--- config.mk ---
export PLATFORM = sky130hd
export DESIGN_NAME = hazard_forward_unit_flat
export DESIGN_NICKNAME = d
export VERILOG_FILES = /design/src/rtl/hazard_pkg.sv /design/src/rtl/hazard_forward_unit_if.sv /design/src/rtl/reg_scoreboard.sv /design/src/rtl/hazard_forward_unit.sv /design/src/flat_wrapper.sv
export SDC_FILE = /design/constraint.sdc
export NUM_CORES = 1
export LEC_CHECK = 0
export BUFFER_PORTS_ARGS = -buffer_cell sky130_fd_sc_hd__buf_2
export CAP_MARGIN = 20
export CORE_ASPECT_RATIO = 0.8
export CORE_MARGIN = 1
export CORE_UTILIZATION = 50
export CTS_CLUSTER_SIZE = 24
export DETAILED_ROUTE_END_ITERATION = 7
export PLACE_DENSITY = 0.73
export SLEW_MARGIN = 15
export SYNTH_ARGS = -nofsm -noshare
export SYNTH_HDL_FRONTEND = slang
export SYNTH_SLANG_ARGS = --single-unit
--- constraint.sdc ---
create_clock -name clk -period 3.6 [get_ports clk]
set_input_delay 0.36 -clock clk [delete_from_list [all_inputs] [get_ports clk]]
set_output_delay 0.36 -clock clk [all_outputs]
set_load 0.03 [all_outputs]
--- src/rtl/hazard_pkg.sv ---
// Shared constants and types for the hazard/forwarding unit.
package hazard_pkg;

    // Forwarding select encodings for one EX-stage operand.
    localparam logic [1:0] FWD_REGFILE = 2'b00;
    localparam logic [1:0] FWD_WB      = 2'b01;
    localparam logic [1:0] FWD_MEM     = 2'b10;

    // Stall-reason tracker. Outputs never depend on it; it records why ID is held.
    typedef enum logic [1:0] {
        RUN       = 2'b00,
        LU_BUBBLE = 2'b01,
        SB_WAIT   = 2'b10
    } hazard_state_e;

endpackage

--- src/rtl/hazard_forward_unit_if.sv ---
// Pipeline-side bundle of the hazard/forwarding unit: stage register fields in,
// forwarding selects and stall/flush controls out.
interface hazard_forward_unit_if #(
    parameter int NUM_SRC = 2,
    parameter int AW      = 5,
    parameter int CNT_W   = 16
);
    logic                    id_valid;
    logic [NUM_SRC*AW-1:0]   id_rs;
    logic [AW-1:0]           id_rd;
    logic                    id_reg_write;
    logic [NUM_SRC*AW-1:0]   ex_rs;
    logic [AW-1:0]           ex_rd;
    logic                    ex_reg_write;
    logic                    ex_mem_read;
    logic                    ex_mdu_start;
    logic [AW-1:0]           mem_rd;
    logic                    mem_reg_write;
    logic [AW-1:0]           wb_rd;
    logic                    wb_reg_write;
    logic                    mdu_done;
    logic [AW-1:0]           mdu_rd;
    logic                    cnt_clr;
    logic [NUM_SRC*2-1:0]    fwd_sel;
    logic                    stall_if_id;
    logic                    flush_id_ex;
    logic [CNT_W-1:0]        stall_cnt;
    logic                    hazard_err;

    // Pipeline side: presents stage contents, consumes the controls.
    modport master (
        output id_valid, id_rs, id_rd, id_reg_write,
        output ex_rs, ex_rd, ex_reg_write, ex_mem_read, ex_mdu_start,
        output mem_rd, mem_reg_write, wb_rd, wb_reg_write,
        output mdu_done, mdu_rd, cnt_clr,
        input  fwd_sel, stall_if_id, flush_id_ex, stall_cnt, hazard_err
    );

    // Hazard unit side.
    modport slave (
        input  id_valid, id_rs, id_rd, id_reg_write,
        input  ex_rs, ex_rd, ex_reg_write, ex_mem_read, ex_mdu_start,
        input  mem_rd, mem_reg_write, wb_rd, wb_reg_write,
        input  mdu_done, mdu_rd, cnt_clr,
        output fwd_sel, stall_if_id, flush_id_ex, stall_cnt, hazard_err
    );
endinterface

--- src/rtl/reg_scoreboard.sv ---
// One busy bit per architectural register for results pending in the MDU.
// Register 0 is hardwired not-busy; a same-cycle set and clear of one register
// leaves it busy.
module reg_scoreboard #(
    parameter int AW      = 5,
    parameter int NUM_SRC = 2
) (
    input  logic                  clk,
    input  logic                  arst,
    input  logic                  set_en,
    input  logic [AW-1:0]         set_addr,
    input  logic                  clr_en,
    input  logic [AW-1:0]         clr_addr,
    input  logic [NUM_SRC*AW-1:0] rs_addr,
    output logic [NUM_SRC-1:0]    rs_busy,
    input  logic [AW-1:0]         waw_addr,
    output logic                  waw_busy
);

    logic [2**AW-1:0] busy;

    // Busy-bit update: clear first, then set, so set wins on a collision.
    // NOTE: the busy bits are ordinary flops, not RAM, and must start all clear,
    // so the whole vector is reset; a stale bit would stall ID forever.
    always_ff @(posedge clk or posedge arst) begin
        if (arst) begin
            busy <= '0;
        end else begin
            // NOTE: non-blocking updates; the later set overrides the earlier clear.
            if (clr_en) begin
                busy[clr_addr] <= 1'b0;
            end
            if (set_en && (set_addr != '0)) begin
                busy[set_addr] <= 1'b1;
            end
        end
    end

    // Source lookups read the registered bits only.
    for (genvar i = 0; i < NUM_SRC; i++) begin : g_lookup
        assign rs_busy[i] = busy[rs_addr[i*AW +: AW]];
    end

    assign waw_busy = busy[waw_addr];

endmodule

--- src/rtl/hazard_forward_unit.sv ---
// EX-stage operand forwarding plus ID-stage load-use and MDU scoreboard hazard
// detection, with stall statistics and a sticky stall-timeout flag.
module hazard_forward_unit
    import hazard_pkg::*;
#(
    parameter int NUM_SRC       = 2,
    parameter int AW            = 5,
    parameter int CNT_W         = 16,
    parameter int STALL_TIMEOUT = 64
) (
    input  logic                  clk,
    input  logic                  arst,
    hazard_forward_unit_if.slave  bus
);

    localparam int RUN_W = $clog2(STALL_TIMEOUT + 1);

    logic [NUM_SRC*2-1:0] fwd_sel;
    logic                 lu_match;
    logic                 lu_hazard;
    logic [NUM_SRC-1:0]   rs_busy;
    logic                 waw_busy;
    logic                 sb_hazard;
    logic                 stall;
    hazard_state_e        state_q;
    hazard_state_e        state_d;
    logic [CNT_W-1:0]     stall_cnt_q;
    logic [RUN_W-1:0]     run_cnt_q;
    logic                 hazard_err_q;
    logic                 unused_ok;

    // ID/EX regwrite does not feed any hazard decision in this unit.
    assign unused_ok = &{1'b0, bus.ex_reg_write};

    // Per-operand forwarding select; EX/MEM beats MEM/WB, x0 never forwards.
    always_comb begin
        // NOTE: default first so every path assigns every bit; no latch.
        fwd_sel = '0;
        for (int i = 0; i < NUM_SRC; i++) begin
            if (bus.mem_reg_write && (bus.mem_rd != '0) &&
                (bus.mem_rd == bus.ex_rs[i*AW +: AW])) begin
                fwd_sel[i*2 +: 2] = FWD_MEM;
            end else if (bus.wb_reg_write && (bus.wb_rd != '0) &&
                         (bus.wb_rd == bus.ex_rs[i*AW +: AW])) begin
                fwd_sel[i*2 +: 2] = FWD_WB;
            end else begin
                fwd_sel[i*2 +: 2] = FWD_REGFILE;
            end
        end
    end

    // Load-use: a load in EX whose destination any ID source reads.
    always_comb begin
        lu_match = 1'b0;
        for (int i = 0; i < NUM_SRC; i++) begin
            if (bus.id_rs[i*AW +: AW] == bus.ex_rd) begin
                lu_match = 1'b1;
            end
        end
    end

    assign lu_hazard = bus.id_valid && bus.ex_mem_read && (bus.ex_rd != '0) && lu_match;

    reg_scoreboard #(
        .AW      (AW),
        .NUM_SRC (NUM_SRC)
    ) u_scoreboard (
        .clk      (clk),
        .arst     (arst),
        .set_en   (bus.ex_mdu_start),
        .set_addr (bus.ex_rd),
        .clr_en   (bus.mdu_done),
        .clr_addr (bus.mdu_rd),
        .rs_addr  (bus.id_rs),
        .rs_busy  (rs_busy),
        .waw_addr (bus.id_rd),
        .waw_busy (waw_busy)
    );

    assign sb_hazard = bus.id_valid && ((|rs_busy) || (bus.id_reg_write && waw_busy));
    assign stall     = lu_hazard || sb_hazard;

    assign bus.fwd_sel     = fwd_sel;
    assign bus.stall_if_id = stall;
    assign bus.flush_id_ex = stall;
    assign bus.stall_cnt   = stall_cnt_q;
    assign bus.hazard_err  = hazard_err_q;

    // Stall-reason state register.
    always_ff @(posedge clk or posedge arst) begin
        if (arst) begin
            state_q <= RUN;
        end else begin
            state_q <= state_d;
        end
    end

    // Stall-reason next state; scoreboard waits take precedence over load-use.
    always_comb begin
        state_d = state_q;
        case (state_q)
            RUN: begin
                if (sb_hazard) begin
                    state_d = SB_WAIT;
                end else if (lu_hazard) begin
                    state_d = LU_BUBBLE;
                end
            end
            LU_BUBBLE: begin
                state_d = sb_hazard ? SB_WAIT : RUN;
            end
            SB_WAIT: begin
                if (!sb_hazard) begin
                    state_d = RUN;
                end
            end
            default: begin
                state_d = RUN;
            end
        endcase
    end

    // Saturating stall total, consecutive-stall run length and sticky timeout.
    always_ff @(posedge clk or posedge arst) begin
        if (arst) begin
            stall_cnt_q  <= '0;
            run_cnt_q    <= '0;
            hazard_err_q <= 1'b0;
        end else if (bus.cnt_clr) begin
            stall_cnt_q  <= '0;
            run_cnt_q    <= '0;
            hazard_err_q <= 1'b0;
        end else if (stall) begin
            if (stall_cnt_q != '1) begin
                stall_cnt_q <= stall_cnt_q + 1'b1;
            end
            // The run length stops at the timeout; the flag is already set by then.
            if (run_cnt_q != RUN_W'(STALL_TIMEOUT)) begin
                run_cnt_q <= run_cnt_q + 1'b1;
            end
            if (run_cnt_q == RUN_W'(STALL_TIMEOUT - 1)) begin
                hazard_err_q <= 1'b1;
            end
        end else begin
            run_cnt_q <= '0;
        end
    end

endmodule
--- src/flat_wrapper.sv ---
// flat-port wrapper written by rule: the top's interface ports become plain ports
module hazard_forward_unit_flat import hazard_pkg::*;
#(
    parameter int NUM_SRC       = 2,
    parameter int AW            = 5,
    parameter int CNT_W         = 16,
    parameter int STALL_TIMEOUT = 64
)
  (clk, arst, bus_id_valid, bus_id_rs, bus_id_rd, bus_id_reg_write, bus_ex_rs, bus_ex_rd, bus_ex_reg_write, bus_ex_mem_read, bus_ex_mdu_start, bus_mem_rd, bus_mem_reg_write, bus_wb_rd, bus_wb_reg_write, bus_mdu_done, bus_mdu_rd, bus_cnt_clr, bus_fwd_sel, bus_stall_if_id, bus_flush_id_ex, bus_stall_cnt, bus_hazard_err);
  hazard_forward_unit_if #(.NUM_SRC(NUM_SRC), .AW(AW), .CNT_W(CNT_W)) bus_i ();
  input  logic clk;
  input  logic arst;
  input wire logic [$bits(bus_i.id_valid)-1:0] bus_id_valid;
  input wire logic [$bits(bus_i.id_rs)-1:0] bus_id_rs;
  input wire logic [$bits(bus_i.id_rd)-1:0] bus_id_rd;
  input wire logic [$bits(bus_i.id_reg_write)-1:0] bus_id_reg_write;
  input wire logic [$bits(bus_i.ex_rs)-1:0] bus_ex_rs;
  input wire logic [$bits(bus_i.ex_rd)-1:0] bus_ex_rd;
  input wire logic [$bits(bus_i.ex_reg_write)-1:0] bus_ex_reg_write;
  input wire logic [$bits(bus_i.ex_mem_read)-1:0] bus_ex_mem_read;
  input wire logic [$bits(bus_i.ex_mdu_start)-1:0] bus_ex_mdu_start;
  input wire logic [$bits(bus_i.mem_rd)-1:0] bus_mem_rd;
  input wire logic [$bits(bus_i.mem_reg_write)-1:0] bus_mem_reg_write;
  input wire logic [$bits(bus_i.wb_rd)-1:0] bus_wb_rd;
  input wire logic [$bits(bus_i.wb_reg_write)-1:0] bus_wb_reg_write;
  input wire logic [$bits(bus_i.mdu_done)-1:0] bus_mdu_done;
  input wire logic [$bits(bus_i.mdu_rd)-1:0] bus_mdu_rd;
  input wire logic [$bits(bus_i.cnt_clr)-1:0] bus_cnt_clr;
  output wire logic [$bits(bus_i.fwd_sel)-1:0] bus_fwd_sel;
  output wire logic [$bits(bus_i.stall_if_id)-1:0] bus_stall_if_id;
  output wire logic [$bits(bus_i.flush_id_ex)-1:0] bus_flush_id_ex;
  output wire logic [$bits(bus_i.stall_cnt)-1:0] bus_stall_cnt;
  output wire logic [$bits(bus_i.hazard_err)-1:0] bus_hazard_err;
  assign bus_i.id_valid = bus_id_valid;
  assign bus_i.id_rs = bus_id_rs;
  assign bus_i.id_rd = bus_id_rd;
  assign bus_i.id_reg_write = bus_id_reg_write;
  assign bus_i.ex_rs = bus_ex_rs;
  assign bus_i.ex_rd = bus_ex_rd;
  assign bus_i.ex_reg_write = bus_ex_reg_write;
  assign bus_i.ex_mem_read = bus_ex_mem_read;
  assign bus_i.ex_mdu_start = bus_ex_mdu_start;
  assign bus_i.mem_rd = bus_mem_rd;
  assign bus_i.mem_reg_write = bus_mem_reg_write;
  assign bus_i.wb_rd = bus_wb_rd;
  assign bus_i.wb_reg_write = bus_wb_reg_write;
  assign bus_i.mdu_done = bus_mdu_done;
  assign bus_i.mdu_rd = bus_mdu_rd;
  assign bus_i.cnt_clr = bus_cnt_clr;
  assign bus_fwd_sel = bus_i.fwd_sel;
  assign bus_stall_if_id = bus_i.stall_if_id;
  assign bus_flush_id_ex = bus_i.flush_id_ex;
  assign bus_stall_cnt = bus_i.stall_cnt;
  assign bus_hazard_err = bus_i.hazard_err;
  hazard_forward_unit #(.NUM_SRC(NUM_SRC), .AW(AW), .CNT_W(CNT_W), .STALL_TIMEOUT(STALL_TIMEOUT)) u_core (.clk(clk), .arst(arst), .bus(bus_i));
endmodule
==> results.txt <==
EDFF count, synth: 0
Postcts setup bufs: 0
CTS buffer count: 5
CP Class: register to output pin
Max cap viols: 0
H-tree levels: 2
Chip width: 102 um
Final hold slack: 0.165 ns
Post-Place Cells: 602
Synth Area per Inst: 9.24 um^2
Max Clk Rate: 311 MHz
Dpl hpwl: 8.39 mm
Share of flip-flops with an asynchronous set or reset: 100%
Slew Viols, Final: 0
Busiest layer in global routing: met2
P_leak: 0.00193 uW
WL final: 11.1 mm
I/O pin cnt: 79
Ys Warns: 0
Core ar.: 7600 um^2
Unrepaired setup endpoints after global routing: false
Crit. End Element: output pin
Vias in the first global route: 3408
Initial Util: 52.9%
Bufs on Longest Clock Path: 2
Main synth FF type: dfrtp_1
Root Driver: clkbuf_8
Final Hold Viols: 0
Routability cong.: 0.945
Outcome: finished clean
Die Height: 82.2 um
Total track usage: 26.7%
Period utilization: 89.2%
# rows: 28
Synth top area share: 34.8%
Final Setup Violations: 0
Crit path time final: 3.21 ns
Via/cell ratio: 6.24
Leading area contributor after synthesis: dfrtp_1
Met2 global-route usage: 41.4%
Vias: 3807
Synth cell count leaders: o21ai_0, dfrtp_1, mux2i_1
Crit-path slowest cell: mux4_2
Cell count after synthesis: 435
Post-route ant nets: 0
Clk sinks: 56
Critical Path Fanout Max: 4
Measured slew at the worst slew-check pin: 1.05 ns
Count leader, synth: o21ai_0
DRC Markers: 0
PnR worst setup slack: 0.388 ns
Sequential-to-total area share from yosys stat: 34.8%
Hold Crit Class: input pin to async pin
Syn nets: 494
Fin Setup TNS: 0 ns
Layout Cells excl Fill: 610
Setup Skew: 0.0176 ns
Grt met1 use: 37.9%
VDD IR-drop max: 0.187 mV
Place WS: 0.244 ns
M3 GR Usage: 5.39%
First-pass GRT wire length: 17.0 mm
Synth unique cells: 51
Post-Syn Area: 4020 um^2
Worst slew margin: 30.0%
Reg clk slew, reported paths: 0.12 ns
Final global-route overflow total: 0
CTS Hold Buffers Added: 0
Slowest stage delay, CP: 0.51 ns
Nets@finish: 563
Share of layout cells above drive strength 1: 22.2%
Largest net degree at the start of global routing: 51
Worst EP required: 3.24 ns
TritonRoute pass-1 iters: 5
#FFs+latches synth: 56
Worst setup SP type: register
# diodes: 0
Wirelength per Cell: 18.1 um
TritonCTS clock tree: yes
Initial antenna violation count: 0
R2r worst-path depth: 7
CP arrival: 2.85 ns
IO Port Bufs: 77
DRT iter0 DRCs: 290
Quantity of gates resized following cts: 0
Die ar.: 8410 um^2
CP Cell Sequence: mux4_2 -> mux2i_1 -> nor2_1 -> o311a_1 -> a2111oi_4 -> nand2b_1 -> inv_1 -> buf_2
Ranking of synthesized cells by area: dfrtp_1, mux2i_1, o21ai_0
Worst-Skew Late Latency: 0.33 ns
Pwr/cell area: 363 nW/um^2
Area grow syn2layout: 13.3%
## power by group
group          total (uW)  internal, uW  switching (uW)
registers             818           714             105
clock network         368           142             226
logic                 464           202             262
## sequential cells by signal, indices dropped and copies added (netlist names)
name                      flops
u_core.u_scoreboard.busy     32
u_core.run_cnt_q              7
u_core.bus.hazard_err         1
u_core.bus.stall_cnt         16
## through the flow
| stage | util (%) | power [uW] | area, um^2 |
|---|---|---|---|
| after floorplan | - | 1120 | 4020 |
| after global placement | 58.6 | 1260 | 4460 |
| after detailed placement | 58.6 | 1280 | 4460 |
| after CTS | 59.9 | 1650 | 4550 |
| after global routing | 59.9 | 1740 | 4550 |
| final | 59.9 | 1650 | 4550 |
## cell usage in the layout, fill, tap and decap left out, types with 3 or more instances in the layout
cell type	count
nand3b_1	11
dfrtp_1	56
clkbuf_8	5
or3b_2	7
and3_1	5
o21a_1	3
nand2_1	29
xnor2_1	11
a22oi_1	8
o21ai_1	3
a21oi_1	8
inv_1	15
xor2_1	24
nand3_1	24
ha_1	3
nand4_1	3
or3_1	10
nor2b_1	5
nand2b_1	7
nor2_1	19
o211ai_1	4
o221ai_2	3
mux4_2	7
buf_2	77
nor4_1	7
nor3_1	6
o21ai_0	66
or4_1	5
o31ai_1	4
o311ai_0	3
mux2i_1	36
## cell families (layout without fill, tap and decap cells)
family / after synthesis / count (layout) / synth area share [%]
mux: 46 / 46 / 13.7
fa+ha+maj: 3 / 3 / 0.934
compound gates: 119 / 119 / 19.8
simple gates: 142 / 142 / 19.2
xor+xnor: 35 / 35 / 7.62
buf+inv: 34 / 104 / 3.95
flops: 56 / 56 / 34.8
## per-layer routing
layer,share of wire (%),vias to the layer above
met5,0,-
met4,2.8,0
met3,7.3,36
met2,44,185
met1,46,1833
li1,-,1753
## cell type report
cell class,instances,area (um^2)
inverters,17,65.1
multi-input cells,345,2460
clock buffers,5,68.8
well taps,105,131
repair buffers,79,400
clock inverters,3,26.3
flip-flops and latches,56,1400
fillers,672,3050
## critical path, delay by kind of cell, from the launching register on
kind / cells / cell delay [ns]
AO/OA/AOI/OAI: 2 / 0.79
AND/OR/NAND/NOR: 2 / 0.29
multiplexers: 2 / 0.78
flip-flops: 1 / 0.43
buffers and inverters: 2 / 0.25
## final timing paths
path | start | endpoint | slack (ns)
max | u_core.u_scoreboard.busy[7] | bus_flush_id_ex | 0.39
min | arst | u_core.bus.stall_cnt[0] | 0.16
max reg2reg | u_core.u_scoreboard.busy[7] | u_core.bus.stall_cnt[13] | 0.50
min reg2reg | u_core.bus.hazard_err | u_core.bus.hazard_err | 0.50
max in group asynchronous | arst | u_core.u_scoreboard.busy[19] | 2.79
min in group clk | bus_cnt_clr | u_core.bus.stall_cnt[14] | 0.33
No activity file was read; power rests on OpenSTA's default activity.
